--- src/rtl/multicycle_controller_if.sv ---
// Control bus between the multicycle controller (master) and the datapath (slave).
interface multicycle_controller_if #(
  parameter int OPCODE_W = 6
);
  logic [OPCODE_W-1:0] Opcode;
  logic                IorD;
  logic                IRWrite;
  logic                PCWrite;
  logic                MemWrite;
  logic                Branch;
  logic                BranchNe;
  logic                ALUSrcA;
  logic                RegWrite;
  logic                MemtoReg;
  logic                RegDst;
  logic [1:0]          PCSrc;
  logic [1:0]          ALUSrcB;
  logic [1:0]          ALUOp;
  logic                Illegal;
  logic [3:0]          State;

  modport master (
    input  Opcode,
    output IorD, IRWrite, PCWrite, MemWrite, Branch, BranchNe, ALUSrcA,
           RegWrite, MemtoReg, RegDst, PCSrc, ALUSrcB, ALUOp, Illegal, State
  );

  modport slave (
    output Opcode,
    input  IorD, IRWrite, PCWrite, MemWrite, Branch, BranchNe, ALUSrcA,
           RegWrite, MemtoReg, RegDst, PCSrc, ALUSrcB, ALUOp, Illegal, State
  );
endinterface

--- src/rtl/multicycle_controller.sv ---
// Moore FSM sequencing a MIPS-style multicycle datapath with variable memory latency.
// Optional macro BNE_INSTR_EN adds the bne instruction (BRNE state, BranchNe output).
module multicycle_controller #(
  parameter int MEM_LAT  = 1,
  parameter int OPCODE_W = 6
) (
  input  logic                   CLK,
  input  logic                   RST,
  multicycle_controller_if.master bus
);

  typedef enum logic [3:0] {
    S_FETCH  = 4'd0,
    S_DECODE = 4'd1,
    S_MEMADR = 4'd2,
    S_MEMRD  = 4'd3,
    S_MEMWB  = 4'd4,
    S_MEMWR  = 4'd5,
    S_EXEC   = 4'd6,
    S_ALUWB  = 4'd7,
    S_BRANCH = 4'd8,
    S_ADDIEX = 4'd9,
    S_ADDIWB = 4'd10,
    S_JUMP   = 4'd11,
    S_BRNE   = 4'd12
  } state_t;

  typedef struct packed {
    logic       iord;
    logic       irwrite;
    logic       pcwrite;
    logic       memwrite;
    logic       branch;
    logic       branchne;
    logic       alusrca;
    logic       regwrite;
    logic       memtoreg;
    logic       regdst;
    logic [1:0] pcsrc;
    logic [1:0] alusrcb;
    logic [1:0] aluop;
  } ctrl_t;

  localparam logic [OPCODE_W-1:0] OP_LW    = 6'b100011;
  localparam logic [OPCODE_W-1:0] OP_SW    = 6'b101011;
  localparam logic [OPCODE_W-1:0] OP_RTYPE = 6'b000000;
  localparam logic [OPCODE_W-1:0] OP_BEQ   = 6'b000100;
  localparam logic [OPCODE_W-1:0] OP_ADDI  = 6'b001000;
  localparam logic [OPCODE_W-1:0] OP_J     = 6'b000010;
`ifdef BNE_INSTR_EN
  localparam logic [OPCODE_W-1:0] OP_BNE   = 6'b000101;
`endif
  localparam logic [3:0]          LAST_CNT = 4'(MEM_LAT - 1);

  state_t              r_state;
  logic [3:0]          r_cnt;
  ctrl_t               r_ctrl;
  state_t              w_next_state;
  logic [3:0]          w_next_cnt;
  logic                w_mem_state;
  logic                w_mem_done;
  logic                w_legal;
  logic [OPCODE_W-1:0] w_opcode;

  // Datapath controls as a pure function of (state, counter); used on the next-state values
  // so the registered outputs line up with the state they belong to.
  function automatic ctrl_t decode_ctrl(input state_t s, input logic [3:0] cnt);
    ctrl_t c;
    c = '0;
    case (s)
      S_FETCH: begin
        c.alusrcb = 2'b01;
        c.irwrite = (cnt == LAST_CNT);
        c.pcwrite = (cnt == LAST_CNT);
      end
      S_DECODE: c.alusrcb = 2'b11;
      S_MEMADR, S_ADDIEX: begin
        c.alusrca = 1'b1;
        c.alusrcb = 2'b10;
      end
      S_MEMRD: c.iord = 1'b1;
      S_MEMWB: begin
        c.regwrite = 1'b1;
        c.memtoreg = 1'b1;
      end
      S_MEMWR: begin
        c.iord     = 1'b1;
        c.memwrite = 1'b1;
      end
      S_EXEC: begin
        c.alusrca = 1'b1;
        c.aluop   = 2'b10;
      end
      S_ALUWB: begin
        c.regwrite = 1'b1;
        c.regdst   = 1'b1;
      end
      S_ADDIWB: c.regwrite = 1'b1;
      S_BRANCH: begin
        c.alusrca = 1'b1;
        c.aluop   = 2'b01;
        c.pcsrc   = 2'b01;
        c.branch  = 1'b1;
      end
      S_BRNE: begin
        c.alusrca  = 1'b1;
        c.aluop    = 2'b01;
        c.pcsrc    = 2'b01;
`ifdef BNE_INSTR_EN
        c.branchne = 1'b1;
`endif
      end
      S_JUMP: begin
        c.pcsrc   = 2'b10;
        c.pcwrite = 1'b1;
      end
      default: ;
    endcase
    return c;
  endfunction

  assign w_opcode    = bus.Opcode;
  assign w_mem_state = (r_state == S_FETCH) || (r_state == S_MEMRD) || (r_state == S_MEMWR);
  assign w_mem_done  = (r_cnt == LAST_CNT);

  // NOTE: every variable written here gets a default first, so no latch is inferred.
  always_comb begin
    w_next_state = S_FETCH;
    w_next_cnt   = 4'd0;
    w_legal      = 1'b1;
    case (r_state)
      S_FETCH:  w_next_state = S_DECODE;
      S_DECODE: begin
        case (w_opcode)
          OP_LW, OP_SW: w_next_state = S_MEMADR;
          OP_RTYPE:     w_next_state = S_EXEC;
          OP_BEQ:       w_next_state = S_BRANCH;
          OP_ADDI:      w_next_state = S_ADDIEX;
          OP_J:         w_next_state = S_JUMP;
`ifdef BNE_INSTR_EN
          OP_BNE:       w_next_state = S_BRNE;
`endif
          default: begin
            w_next_state = S_FETCH;
            w_legal      = 1'b0;
          end
        endcase
      end
      S_MEMADR: w_next_state = (w_opcode == OP_LW) ? S_MEMRD : S_MEMWR;
      S_MEMRD:  w_next_state = S_MEMWB;
      S_EXEC:   w_next_state = S_ALUWB;
      S_ADDIEX: w_next_state = S_ADDIWB;
      default:  w_next_state = S_FETCH;
    endcase
    // Memory states hold until the access has run for MEM_LAT cycles.
    if (w_mem_state && !w_mem_done) begin
      w_next_state = r_state;
      w_next_cnt   = r_cnt + 4'd1;
    end
  end

  // NOTE: sequential state uses non-blocking assignments so every register samples pre-edge values.
  always_ff @(posedge CLK) begin
    if (RST) begin
      r_state <= S_FETCH;
      r_cnt   <= 4'd0;
      r_ctrl  <= decode_ctrl(S_FETCH, 4'd0);
    end else begin
      r_state <= w_next_state;
      r_cnt   <= w_next_cnt;
      r_ctrl  <= decode_ctrl(w_next_state, w_next_cnt);
    end
  end

  assign bus.IorD     = r_ctrl.iord;
  assign bus.IRWrite  = r_ctrl.irwrite;
  assign bus.PCWrite  = r_ctrl.pcwrite;
  assign bus.MemWrite = r_ctrl.memwrite;
  assign bus.Branch   = r_ctrl.branch;
  assign bus.BranchNe = r_ctrl.branchne;
  assign bus.ALUSrcA  = r_ctrl.alusrca;
  assign bus.RegWrite = r_ctrl.regwrite;
  assign bus.MemtoReg = r_ctrl.memtoreg;
  assign bus.RegDst   = r_ctrl.regdst;
  assign bus.PCSrc    = r_ctrl.pcsrc;
  assign bus.ALUSrcB  = r_ctrl.alusrcb;
  assign bus.ALUOp    = r_ctrl.aluop;
  assign bus.State    = r_state;
  assign bus.Illegal  = (r_state == S_DECODE) && !w_legal;

endmodule

--- src/flat_wrapper.sv ---
// flat-port wrapper written by rule: the top's interface ports become plain ports
module multicycle_controller_flat 
#(
  parameter int MEM_LAT  = 1,
  parameter int OPCODE_W = 6
)
  (CLK, RST, bus_Opcode, bus_IorD, bus_IRWrite, bus_PCWrite, bus_MemWrite, bus_Branch, bus_BranchNe, bus_ALUSrcA, bus_RegWrite, bus_MemtoReg, bus_RegDst, bus_PCSrc, bus_ALUSrcB, bus_ALUOp, bus_Illegal, bus_State);
  multicycle_controller_if #(.OPCODE_W(OPCODE_W)) bus_i ();
  input  logic CLK;
  input  logic RST;
  input wire logic [$bits(bus_i.Opcode)-1:0] bus_Opcode;
  output wire logic [$bits(bus_i.IorD)-1:0] bus_IorD;
  output wire logic [$bits(bus_i.IRWrite)-1:0] bus_IRWrite;
  output wire logic [$bits(bus_i.PCWrite)-1:0] bus_PCWrite;
  output wire logic [$bits(bus_i.MemWrite)-1:0] bus_MemWrite;
  output wire logic [$bits(bus_i.Branch)-1:0] bus_Branch;
  output wire logic [$bits(bus_i.BranchNe)-1:0] bus_BranchNe;
  output wire logic [$bits(bus_i.ALUSrcA)-1:0] bus_ALUSrcA;
  output wire logic [$bits(bus_i.RegWrite)-1:0] bus_RegWrite;
  output wire logic [$bits(bus_i.MemtoReg)-1:0] bus_MemtoReg;
  output wire logic [$bits(bus_i.RegDst)-1:0] bus_RegDst;
  output wire logic [$bits(bus_i.PCSrc)-1:0] bus_PCSrc;
  output wire logic [$bits(bus_i.ALUSrcB)-1:0] bus_ALUSrcB;
  output wire logic [$bits(bus_i.ALUOp)-1:0] bus_ALUOp;
  output wire logic [$bits(bus_i.Illegal)-1:0] bus_Illegal;
  output wire logic [$bits(bus_i.State)-1:0] bus_State;
  assign bus_i.Opcode = bus_Opcode;
  assign bus_IorD = bus_i.IorD;
  assign bus_IRWrite = bus_i.IRWrite;
  assign bus_PCWrite = bus_i.PCWrite;
  assign bus_MemWrite = bus_i.MemWrite;
  assign bus_Branch = bus_i.Branch;
  assign bus_BranchNe = bus_i.BranchNe;
  assign bus_ALUSrcA = bus_i.ALUSrcA;
  assign bus_RegWrite = bus_i.RegWrite;
  assign bus_MemtoReg = bus_i.MemtoReg;
  assign bus_RegDst = bus_i.RegDst;
  assign bus_PCSrc = bus_i.PCSrc;
  assign bus_ALUSrcB = bus_i.ALUSrcB;
  assign bus_ALUOp = bus_i.ALUOp;
  assign bus_Illegal = bus_i.Illegal;
  assign bus_State = bus_i.State;
  multicycle_controller #(.MEM_LAT(MEM_LAT), .OPCODE_W(OPCODE_W)) u_core (.CLK(CLK), .RST(RST), .bus(bus_i));
endmodule
--- config.mk ---
export PLATFORM = sky130hd
export DESIGN_NAME = multicycle_controller_flat
export DESIGN_NICKNAME = d
export VERILOG_FILES = /design/src/rtl/multicycle_controller_if.sv /design/src/rtl/multicycle_controller.sv /design/src/flat_wrapper.sv
export SDC_FILE = /design/constraint.sdc
export NUM_CORES = 1
export LEC_CHECK = 0
export CORE_ASPECT_RATIO = 1.5
export CORE_UTILIZATION = 52
export DETAILED_ROUTE_END_ITERATION = 12
export PLACE_DENSITY = 0.84
export RECOVER_POWER = 25
export SLEW_MARGIN = 20
export SYNTH_ARGS = -nofsm -noshare
export SYNTH_HDL_FRONTEND = slang
export SYNTH_SLANG_ARGS = --single-unit
--- constraint.sdc ---
create_clock -name CLK -period 5.1 [get_ports CLK]
set_input_delay 1.275 -clock CLK [delete_from_list [all_inputs] [get_ports CLK]]
set_output_delay 1.275 -clock CLK [all_outputs]
set_load 0.05 [all_outputs]
# == Yosys cells after proc, flatten, opt, wreduce, memory -nomap -nowiden ==
# Index checks and enable logic that the tools add are counted.
# Widths: inputs -> output; s select.
# classes
n_addsub,1
n_mul,0
div_mod_pow,0
magnitude_cmp,0
n_eq_ne,23
n_shift,0
muxes,19
bitwise,0
reduce_logical,18
# ops
cell,count
$eq 4x3->1 const B,6
$eq 4x4->1 const B,6
$pmux 4 s6,1
$pmux 4 s5,1
$eq 4x2->1 const B,4
$logic_not 4->1,4
$eq 6x6->1 const B,2
$mux 1,10
$eq 4x1->1 const B,2
$mux 4,2
$pmux 2 s2,2
$reduce_or 2->1,4
$eq 6x2->1 const B,1
$eq 6x3->1 const B,1
$eq 6x4->1 const B,1
$logic_not 6->1,1
$pmux 2 s3,1
$reduce_or 6->1,1
$reduce_or 5->1,1
$add 4x1->4 const B,1
$mux 3,1
$reduce_or 3->1,1
$logic_and 1x1->1,2
$logic_not 1->1,2
2 further kinds,3
# word_totals
register_bits,23
latch_bits,0
ramBits,0
romBits,0
mem_count,0

# == Logic depth before layout (Yosys ltp) ==
# logic_depth
depth_word,8
depth_mapped,7
ltp_nobuf,7

# == Worst setup path after synthesis ==
# Ideal clock, no wire load.
# synth_path
path_kind,in2out
start,in bus_Opcode[5]
end,out bus_Illegal
arrival_time_ns,2.082
required_ns,3.825
slack_ns,1.743
path_stages,3
cell_sequence,and3_1 > a22oi_1 > and3_1
# synth_via
elab_chain_len,6
# synth_lines
item,line_no,source
from (decl),flat_wrapper.sv:11,input wire logic [$bits(bus_i.Opcode)-1:0] bus_Opcode;
$eq 6x6->1 (tied with other cells),multicycle_controller.sv:134,case (w_opcode)
$reduce_or 6->1 (no source line) *,--,
$mux 1 *,multicycle_controller.sv:134,
$mux 1 *,multicycle_controller.sv:131,case (r_state)
$logic_not 1->1 *,multicycle_controller.sv:189,assign bus.Illegal = (r_state == S_DECODE) && !w_legal;
$logic_and 1x1->1 *,multicycle_controller.sv:189,
to (decl),flat_wrapper.sv:25,output wire logic [$bits(bus_i.Illegal)-1:0] bus_Illegal;
# Mark *: on every way between the ends. The rest lies on a longest branch, timed or not.

# == Worst setup path in the final report ==
# layout_path
start,in bus_Opcode[3]
end,out bus_Illegal
# The elaborated chain is that of the path after synthesis.

==> out/results.tsv <==
metric	value	unit
Final Max Tran Viols	0	
CP required	3.83	ns
Slowest cell on crit path	clkdlybuf4s50_1	
global placement routability congestion	0.865	
Worst Tran Pin Value	0.860	ns
initial antenna violation count	0	
post-DP HPWL	1790	um
Startpoint Class	input port	
Remaining DRCs	0	
Synth Register Bits	23	
final setup vio count	0	
Synth top area share	0.378	
worst path cell trace	dlygate4sd3_1 -> nor3_1 -> a22oi_1 -> and3_1 -> clkdlybuf4s50_1	
I/O pin cnt	29	
IO buf count	27	
Diodes inserted	0	
Slew headroom	0.426	
sequential fraction of the synthesis area	0.378	
clk slew on worst S/H paths	0.12	ns
Total Power	0.000331	W
Max FO, Critical Path	5	
CTS tree	built	
worst hold path class	reg2reg	
average wire per standard cell	14.2	um
part of the power in the clock network	0.251	
Area Overhead vs Synth	20.8	%
Post-synth EDFFs	0	
fillers	183	
hold_buf cts	0	
Layout Skew	0.00728	ns
Starting Density	0.546	
P_int	0.000235	W
Worst path max stage delay	0.69	ns
most instantiated library cell after synthesis	dfxtp_1	
Max Cap Viol	0	
run status	completed	
fin util	0.659	
sequential share of power	0.565	
TritonRoute pass-1 iters	4	
# clock sinks	23	
synthesized area	1220	sq um
vias in the first global route	963	
endpoints failing hold	0	
Net Sw Frac	0.289	
Total GRT Usage	0.201	
P_leak	0.551	nW
vias	1028	
Psw	0.0000956	W
leading post-synthesis cells by cell area	dfxtp_1 (38%), nor2_1 (4.6%), nand2b_1 (3.1%)	
DR iter-0 viols	25	
syn nets	138	
final setup margin	0.434	ns
maximum vdd drop	0.000168	V
Die X	41.5	um
RSZ-0062 raised after global routing	no	
share of cells above drive strength 1	0.113	
Max clock buf depth	2	
Std-Cell Rows	21	
worst skew pair latency	0.31	ns
core area	2230	sq um
power per cell area	225	nW/um^2
post-place setup slack	0.642	ns
postcts setup bufs	0	
Combinational Power Share	0.185	
largest net degree at the start of global routing	15	
grt ovf	0	
Via density	5.91	
Total Negative Setup Slacks	0	ns
Worst Setup End Kind	output port	
die height	61.3	um
FMAX	0.214	GHz
Avg Cell Area, Syn	9.52	sq um
post-route ant nets	0	
Post-synth ARST share	0	
ys flop type	dfxtp_1	
synth warn	0	
# H-tree levels	1	
post_cts resized	0	
critical path class	in2out	
most frequent cells after synthesis	dfxtp_1 (23), nor2_1 (15)	
Final Cycle Share	0.915	
CTS Buf Count	3	
WP data arrival	3.39	ns
Final nets	162	
fin crit period	4.67	ns
Total Wirelength	2480	um
root buf cell	clkbuf_4	
area leader, netlist	dfxtp_1	
Syn Inst Count	128	
global-route wire length before repair	4040	um
library cells used by synthesis	47	
Die Area	2550	sq um
## routing by layer
metal  vias up  track usage  part of all wire
met5         -            0                 0
met4         0        0.101             0.014
met3         4      0.00880             0.035
met2        30        0.373              0.52
met1       491        0.236              0.43
li1        503            -                 -
## critical path: cells and delay by family
family,cells,cell delay [ns]
buffers and inverters,2,1.32
and+or+nand+nor,2,0.63
AOI/OAI and AO/OA,1,0.17
## state kept, by name, summed over array words and instances (netlist names), 2 cells and up
signal / count
u_core.bus.ALUSrcB: 2
u_core.r_cnt: 4
u_core.bus.ALUOp: 2
u_core.bus.PCSrc: 2
u_core.bus.State: 4
## logic make-up (layout without fill, tap and decap cells)
group	Yosys count	after routing	synth area share
buf+inv	14	37	0.0678
other cells	1	1	0.00308
xor+xnor	6	6	0.0431
compound gates	27	27	0.201
flops	23	23	0.378
simple gates	55	55	0.286
fa+ha+maj	2	2	0.0205
## placed cells by master (no fill, tap or decap), types with 2 or more instances in the layout
| cell | Yosys | routed |
|---|---|---|
| dfxtp_1 | 23 | 23 |
| clkdlybuf4s50_1 | 0 | 22 |
| nor2_1 | 15 | 15 |
| nor3_1 | 6 | 7 |
| inv_1 | 6 | 6 |
| nand2b_1 | 6 | 6 |
| a21oi_1 | 6 | 6 |
| dlygate4sd3_1 | 0 | 5 |
| nand3_1 | 4 | 4 |
| xor2_1 | 3 | 3 |
| and3_1 | 3 | 3 |
| a211o_1 | 3 | 3 |
| xnor2_1 | 3 | 3 |
| nand2_1 | 3 | 3 |
| clkbuf_4 | 0 | 3 |
| o21ai_0 | 2 | 2 |
| o211ai_1 | 2 | 2 |
| a22oi_1 | 2 | 2 |
| nor4_1 | 2 | 2 |
| nor4bb_1 | 2 | 2 |
| o21ai_1 | 2 | 2 |
| ha_1 | 2 | 2 |
## worst paths after layout
check | from | endpoint | slack [ns] | cells past startpoint
worst max-delay path | bus_Opcode[3] | bus_Illegal | 0.43 | 5
worst max register to register | u_core.r_cnt[0] | u_core.bus.ALUSrcA | 2.93 | 7
worst min-delay path | u_core.r_cnt[0] | u_core.r_cnt[0] | 0.50 | 1
worst min register to register | u_core.r_cnt[0] | u_core.r_cnt[0] | 0.50 | 1
## metrics by stage
stage / instances / instance area (sq um) / hold slack [ns]
after floorplan: 128 / 1220 / 0.441
after global placement: 170 / 1460 / 0.463
after detailed placement: 170 / 1460 / 0.478
after CTS: 174 / 1490 / 0.505
after global routing: 174 / 1470 / 0.531
final: 174 / 1470 / 0.502
## layout make-up
| cell class | instances | area [sq um] | share of cell area |
|---|---|---|---|
| well taps | 23 | 28.8 | 0.0195 |
| multi-input cells | 91 | 663 | 0.450 |
| inverters | 6 | 22.5 | 0.0153 |
| clock inverters | 1 | 5.00 | 0.00340 |
| repair buffers | 27 | 270 | 0.184 |
| flip-flops and latches | 23 | 460 | 0.313 |
| clock buffers | 3 | 22.5 | 0.0153 |
## power groups by stage
stage / Sequential [W] / Combinational, W / Clock, W
2_1_floorplan: 0.000203 / 0.0000309 / 0
3_3_place_gp: 0.000191 / 0.0000613 / 0
3_5_place_dp: 0.000191 / 0.0000622 / 0
4_1_cts: 0.000187 / 0.0000626 / 0.0000845
5_1_grt: 0.000188 / 0.0000651 / 0.0000909
6_report: 0.000187 / 0.0000610 / 0.0000829
Note: power is estimated with default switching activity, not from simulation.
